===== src/rtl/morse_char_assembler.sv =====
// Morse character assembler: collects dit/dah symbols, closes characters on gaps and
// emits decoded ASCII (A-Z, optional 0-9, space) over a valid/ready handshake.
module morse_char_assembler #(
  parameter int unsigned MAX_LEN    = 6,
  parameter bit          EN_DIGITS  = 1'b1,
  parameter bit          EMIT_SPACE = 1'b1,
  localparam int unsigned LEN_W     = $clog2(MAX_LEN + 1),
  localparam int unsigned CHAR_W    = 8
) (
  input  logic              clk,
  input  logic              rst,
  input  logic              sym_valid,
  input  logic              sym_dah,
  input  logic              char_end,
  input  logic              word_end,
  output logic              in_ready,
  output logic              out_valid,
  input  logic              out_ready,
  output logic [CHAR_W-1:0] out_char,
  output logic              out_err,
  output logic [LEN_W-1:0]  len_dbg
);

  localparam logic [CHAR_W-1:0] CHAR_SPACE = 8'h20;

  typedef enum logic [1:0] {S_COLLECT, S_EMIT_CHAR, S_EMIT_SPACE} state_t;

  state_t             state;
  logic [MAX_LEN-1:0] seq, seq_n;
  logic [LEN_W-1:0]   len, len_n;
  logic               ovf, ovf_n;
  logic               space_pend, last_was_space;
  logic [4:0]         sym_bits;
  logic [CHAR_W-1:0]  dec_char;
  logic               dec_err;

  assign len_dbg = len;

  // Buffer contents including a symbol that arrives in the same cycle as a gap.
  always_comb begin
    seq_n = seq;
    len_n = len;
    ovf_n = ovf;
    if (in_ready && sym_valid) begin
      if (len == LEN_W'(MAX_LEN)) begin
        ovf_n = 1'b1;
      end else begin
        seq_n = {seq[MAX_LEN-2:0], sym_dah};
        len_n = len + LEN_W'(1);
      end
    end
  end

  // Decode; the first symbol sits in the MSB of the significant bits.
  always_comb begin
    dec_char = CHAR_SPACE;
    sym_bits = 5'(seq_n);
    if (!ovf_n) begin
      case (32'(len_n))
        1: dec_char = sym_bits[0] ? "T" : "E";
        2: case (sym_bits[1:0])
             2'b00: dec_char = "I";
             2'b01: dec_char = "A";
             2'b10: dec_char = "N";
             default: dec_char = "M";
           endcase
        3: case (sym_bits[2:0])
             3'b000: dec_char = "S";
             3'b001: dec_char = "U";
             3'b010: dec_char = "R";
             3'b011: dec_char = "W";
             3'b100: dec_char = "D";
             3'b101: dec_char = "K";
             3'b110: dec_char = "G";
             default: dec_char = "O";
           endcase
        4: case (sym_bits[3:0])
             4'b0000: dec_char = "H";
             4'b0001: dec_char = "V";
             4'b0010: dec_char = "F";
             4'b0100: dec_char = "L";
             4'b0110: dec_char = "P";
             4'b0111: dec_char = "J";
             4'b1000: dec_char = "B";
             4'b1001: dec_char = "X";
             4'b1010: dec_char = "C";
             4'b1011: dec_char = "Y";
             4'b1100: dec_char = "Z";
             4'b1101: dec_char = "Q";
             default: dec_char = CHAR_SPACE;
           endcase
        5: if (EN_DIGITS) begin
             case (sym_bits)
               5'b11111: dec_char = "0";
               5'b01111: dec_char = "1";
               5'b00111: dec_char = "2";
               5'b00011: dec_char = "3";
               5'b00001: dec_char = "4";
               5'b00000: dec_char = "5";
               5'b10000: dec_char = "6";
               5'b11000: dec_char = "7";
               5'b11100: dec_char = "8";
               5'b11110: dec_char = "9";
               default:  dec_char = CHAR_SPACE;
             endcase
           end
        default: dec_char = CHAR_SPACE;
      endcase
    end
    dec_err = (dec_char == CHAR_SPACE);
  end

  always_ff @(posedge clk or posedge rst) begin
    if (rst) begin
      state          <= S_COLLECT;
      seq            <= '0;
      len            <= '0;
      ovf            <= 1'b0;
      space_pend     <= 1'b0;
      last_was_space <= 1'b0;
      out_valid      <= 1'b0;
      out_char       <= CHAR_SPACE;
      out_err        <= 1'b0;
      in_ready       <= 1'b1;
    end else begin
      case (state)
        S_COLLECT: begin
          if ((char_end || word_end) && len_n != '0) begin
            out_valid      <= 1'b1;
            out_char       <= dec_char;
            out_err        <= dec_err;
            seq            <= '0;
            len            <= '0;
            ovf            <= 1'b0;
            space_pend     <= word_end & EMIT_SPACE;
            last_was_space <= 1'b0;
            in_ready       <= 1'b0;
            state          <= S_EMIT_CHAR;
          end else if (word_end && EMIT_SPACE && !last_was_space) begin
            out_valid <= 1'b1;
            out_char  <= CHAR_SPACE;
            out_err   <= 1'b0;
            in_ready  <= 1'b0;
            state     <= S_EMIT_SPACE;
          end else begin
            seq <= seq_n;
            len <= len_n;
            ovf <= ovf_n;
          end
        end
        S_EMIT_CHAR: begin
          if (out_ready) begin
            if (space_pend) begin
              out_char   <= CHAR_SPACE;
              out_err    <= 1'b0;
              space_pend <= 1'b0;
              state      <= S_EMIT_SPACE;
            end else begin
              out_valid <= 1'b0;
              in_ready  <= 1'b1;
              state     <= S_COLLECT;
            end
          end
        end
        S_EMIT_SPACE: begin
          if (out_ready) begin
            out_valid      <= 1'b0;
            in_ready       <= 1'b1;
            last_was_space <= 1'b1;
            state          <= S_COLLECT;
          end
        end
        default: state <= S_COLLECT;
      endcase
    end
  end

endmodule


===== config.mk =====
export PLATFORM = sky130hd
export DESIGN_NAME = morse_char_assembler
export DESIGN_NICKNAME = d
export VERILOG_FILES = /design/src/rtl/morse_char_assembler.sv
export SDC_FILE = /design/constraint.sdc
export NUM_CORES = 1
export LEC_CHECK = 0
export CORE_MARGIN = 5
export CORE_UTILIZATION = 50
export DETAILED_ROUTE_END_ITERATION = 10
export GPL_TIMING_DRIVEN = 1
export PLACE_DENSITY = 0.71
export REMOVE_ABC_BUFFERS = 1
export SLEW_MARGIN = 20
export SYNTH_ARGS = -nofsm -noshare
export SYNTH_HDL_FRONTEND = slang
export SYNTH_SLANG_ARGS = --single-unit

===== constraint.sdc =====
create_clock -name clk -period 4.1 [get_ports clk]
set_clock_uncertainty 0.1 [all_clocks]
set_input_delay 0.82 -clock clk [delete_from_list [all_inputs] [get_ports clk]]
set_output_delay 0.82 -clock clk [all_outputs]
set_load 0.01 [all_outputs]

==> metrics.cfg <==
[status]
status=finished clean

[clocking]
worstSkewPairLatency_ns=0.27
cts.repair.resized=0
postCtsHoldBufs=0
post_cts_buffers=0
cts_tree=built
cts_buffer_depth=2
clk_pin_slew_worst_paths_ns=0.09
clock_sinks=23
cts-root-buf=clkbuf_8
cts_buffers=3
h-tree-depth=1

[logic_synthesis]
synth-seq-cells=23
synth_edf_count=0
ys_warn_count=0
netlist.area_leader.share_pct=21.63
yosysTopAreaCell=dfrtp_1
synth_top_cells_by_count=nand2_1, dfrtp_1, nor2_1
yosysSeqAreaShare_pct=23.79
synthTopCellsByArea=dfrtp_1, ha_1, nand2_1
syn_inst=301
avgSynthCellArea_um2=8.073
synth_flop_cell=dfrtp_1
synth_cell_types=70
async_flop_share_pct=100.0
synth.most_common_cell=nand2_1
synth_area_um2=2430

[floorplanning]
die_h_um=79.71
dieArea_um2=6354
io_pins=21
initial_core_util_pct=51.44
rows=25
die_x_um=79.71
coreArea_um2=4723

[layout]
seqCellArea_um2=578.1
multi_input_area_um2=1662
drive_gt1_share_pct=14.87
antenna_cells=0
final_nets=336
area_growth_pct=12.46
fin_cells=383
fill_cells=455

[setup_path]
worstReg2RegEnd=out_char[0]
crit_required_ns=4.21
cp.arrival_ns=3.89
criticalPathCategory=in2reg
reg2reg_depth=15
crit_path_start_kind=input port
cp_max_fo=12
end_kind=flip-flop
reg2reg_from=len_dbg[0]
r2r_slack_ns=0.49

[power_and_ir_drop]
power_mw=1.681
power.density_nw_per_um2=615.0
p_leak_nw=1.164
vdd_drop_max_mv=0.3543

[detailed_routing]
routed_via_density=6.499
drc_errors=0
routed_wl_um=6708
drtIter0Drc=360
wire_per_inst_um=17.51
drt_first_pass_iters=5
antenna_left=0
num_vias=2489

[grt]
track_usage_pct=21.97
grt_pass1_wl_um=11260
antenna_found_initial=0
grt_max_degree=26
grt_pass1_vias=2288
overflow=0

[sta]
rsz0062_at_grt=false
hold_viol=0
relSlewSlack_pct=41.37
fin_crit_ns=3.781
min_period_over_period_pct=92.21
fin_setup_tns_ns=0
setup_violations=0
tightest_slew_ns=0.8785
slew_violations=0
max_freq_mhz=264.5

[placed_design]
dp_hpwl_um=4958
place_inst=379
port_buffers=19
gp_congestion=0.9545

[hold_path]
hold_path.class=reg2reg
timing.hold.worst_path_depth=2
worstHoldStart=out_char[5]
min_to=out_char[5]

[job]
max-cap-violations=0

[layout make-up]
type | count | share of cell area (%)
clock buffer | 3 | 1.511
inverter | 16 | 2.198
tap | 67 | 3.068
multi-input combinational | 239 | 60.81
timing repair buffer | 34 | 11.08
clock inverter | 1 | 0.1832
sequential | 23 | 21.15
[worst max-delay path, stage by stage]
cell	delay, ns
clkdlybuf4s50_1	0.56
and2_1	0.22
nand2_1	0.14
a21o_1	0.25
inv_1	0.10
ha_1	0.44
buf_4	0.21
mux2i_1	0.07
nor2_1	0.11
o22ai_1	0.10
a211oi_1	0.36
o21ai_0	0.14
nand3_1	0.19
a32o_1	0.18
[routing by layer]
layer  GRT usage (%)  vias up  routed length (um)
met5               0        -                   0
met4           7.045        0                 165
li1                -     1166                   -
met3           3.612       21                 546
met1           31.07     1175                2972
met2           33.97      127                3024
[how the worst max path moves through the flow]
| stage | startpoint | end | slack, ns | cells after the start |
|---|---|---|---|---|
| after floorplan | sym_valid | out_err | 0.56 | 11 |
| after global placement | sym_valid | out_char[1] | 0.15 | 13 |
| after detailed placement | sym_valid | out_err | 0.08 | 12 |
| after CTS | sym_valid | out_err | 0.36 | 12 |
| after global routing | sym_valid | out_char[0] | 0.09 | 14 |
| final | sym_valid | out_char[0] | 0.32 | 14 |
[flip-flops by register name, summed over array words and instances, names as in the netlist]
| register | cells |
|---|---|
| space_pend | 1 |
| last_was_space | 1 |
| seq | 5 |
| out_err | 1 |
| len_dbg | 3 |
| ovf | 1 |
| out_valid | 1 |
| out_char | 7 |
| in_ready | 1 |
| state | 2 |
[logic make-up (layout without fill, tap and decap cells)]
kind of cell | Yosys count | count (layout) | share of synthesized area (%)
AOI/OAI and AO/OA | 112 | 112 | 34.71
and+or+nand+nor | 102 | 102 | 21.99
buffers and inverters | 39 | 54 | 7.827
DFF | 23 | 23 | 23.79
adders and majority gates | 12 | 12 | 6.179
muxes | 12 | 12 | 5.355
other | 1 | 1 | 0.1543
[through the flow]
step                      cell area [um^2]  utilization (%)  hold slack, ns  setup slack [ns]
after floorplan                       2300                -          0.3653            0.5620
after global placement                2686            56.87          0.3508            0.1543
after detailed placement              2686            56.87          0.3571           0.08028
after CTS                             2733            57.85          0.3683            0.3600
after global routing                  2733            57.85          0.3816           0.09352
final                                 2733            57.85          0.3657            0.3193
[layout by cell type, fill, tap and decap left out, drive strengths merged, types with 4 or more instances in the layout]
cell	Yosys	routed
nand2	29	29
a211oi	10	10
clkdlybuf4s50	0	19
nand2b	6	6
mux2	5	5
o22ai	4	4
dfrtp	21	21
a32oi	5	5
a22o	6	6
ha	12	12
a31oi	7	7
o211ai	7	7
a32o	5	5
nor2	23	23
mux2i	7	7
inv	16	16
buf	15	15
o21ai	15	15
nor3	9	9
nand3	13	13
o311ai	5	5
a21oi	20	20
a21o	7	7
[power breakdown]
part	switching [mW]	internal (mW)	total, mW
registers	0.0666	0.304	0.371
logic	0.682	0.482	1.16
clock network	0.0781	0.0680	0.146
Power figures use the tool's default switching activity.
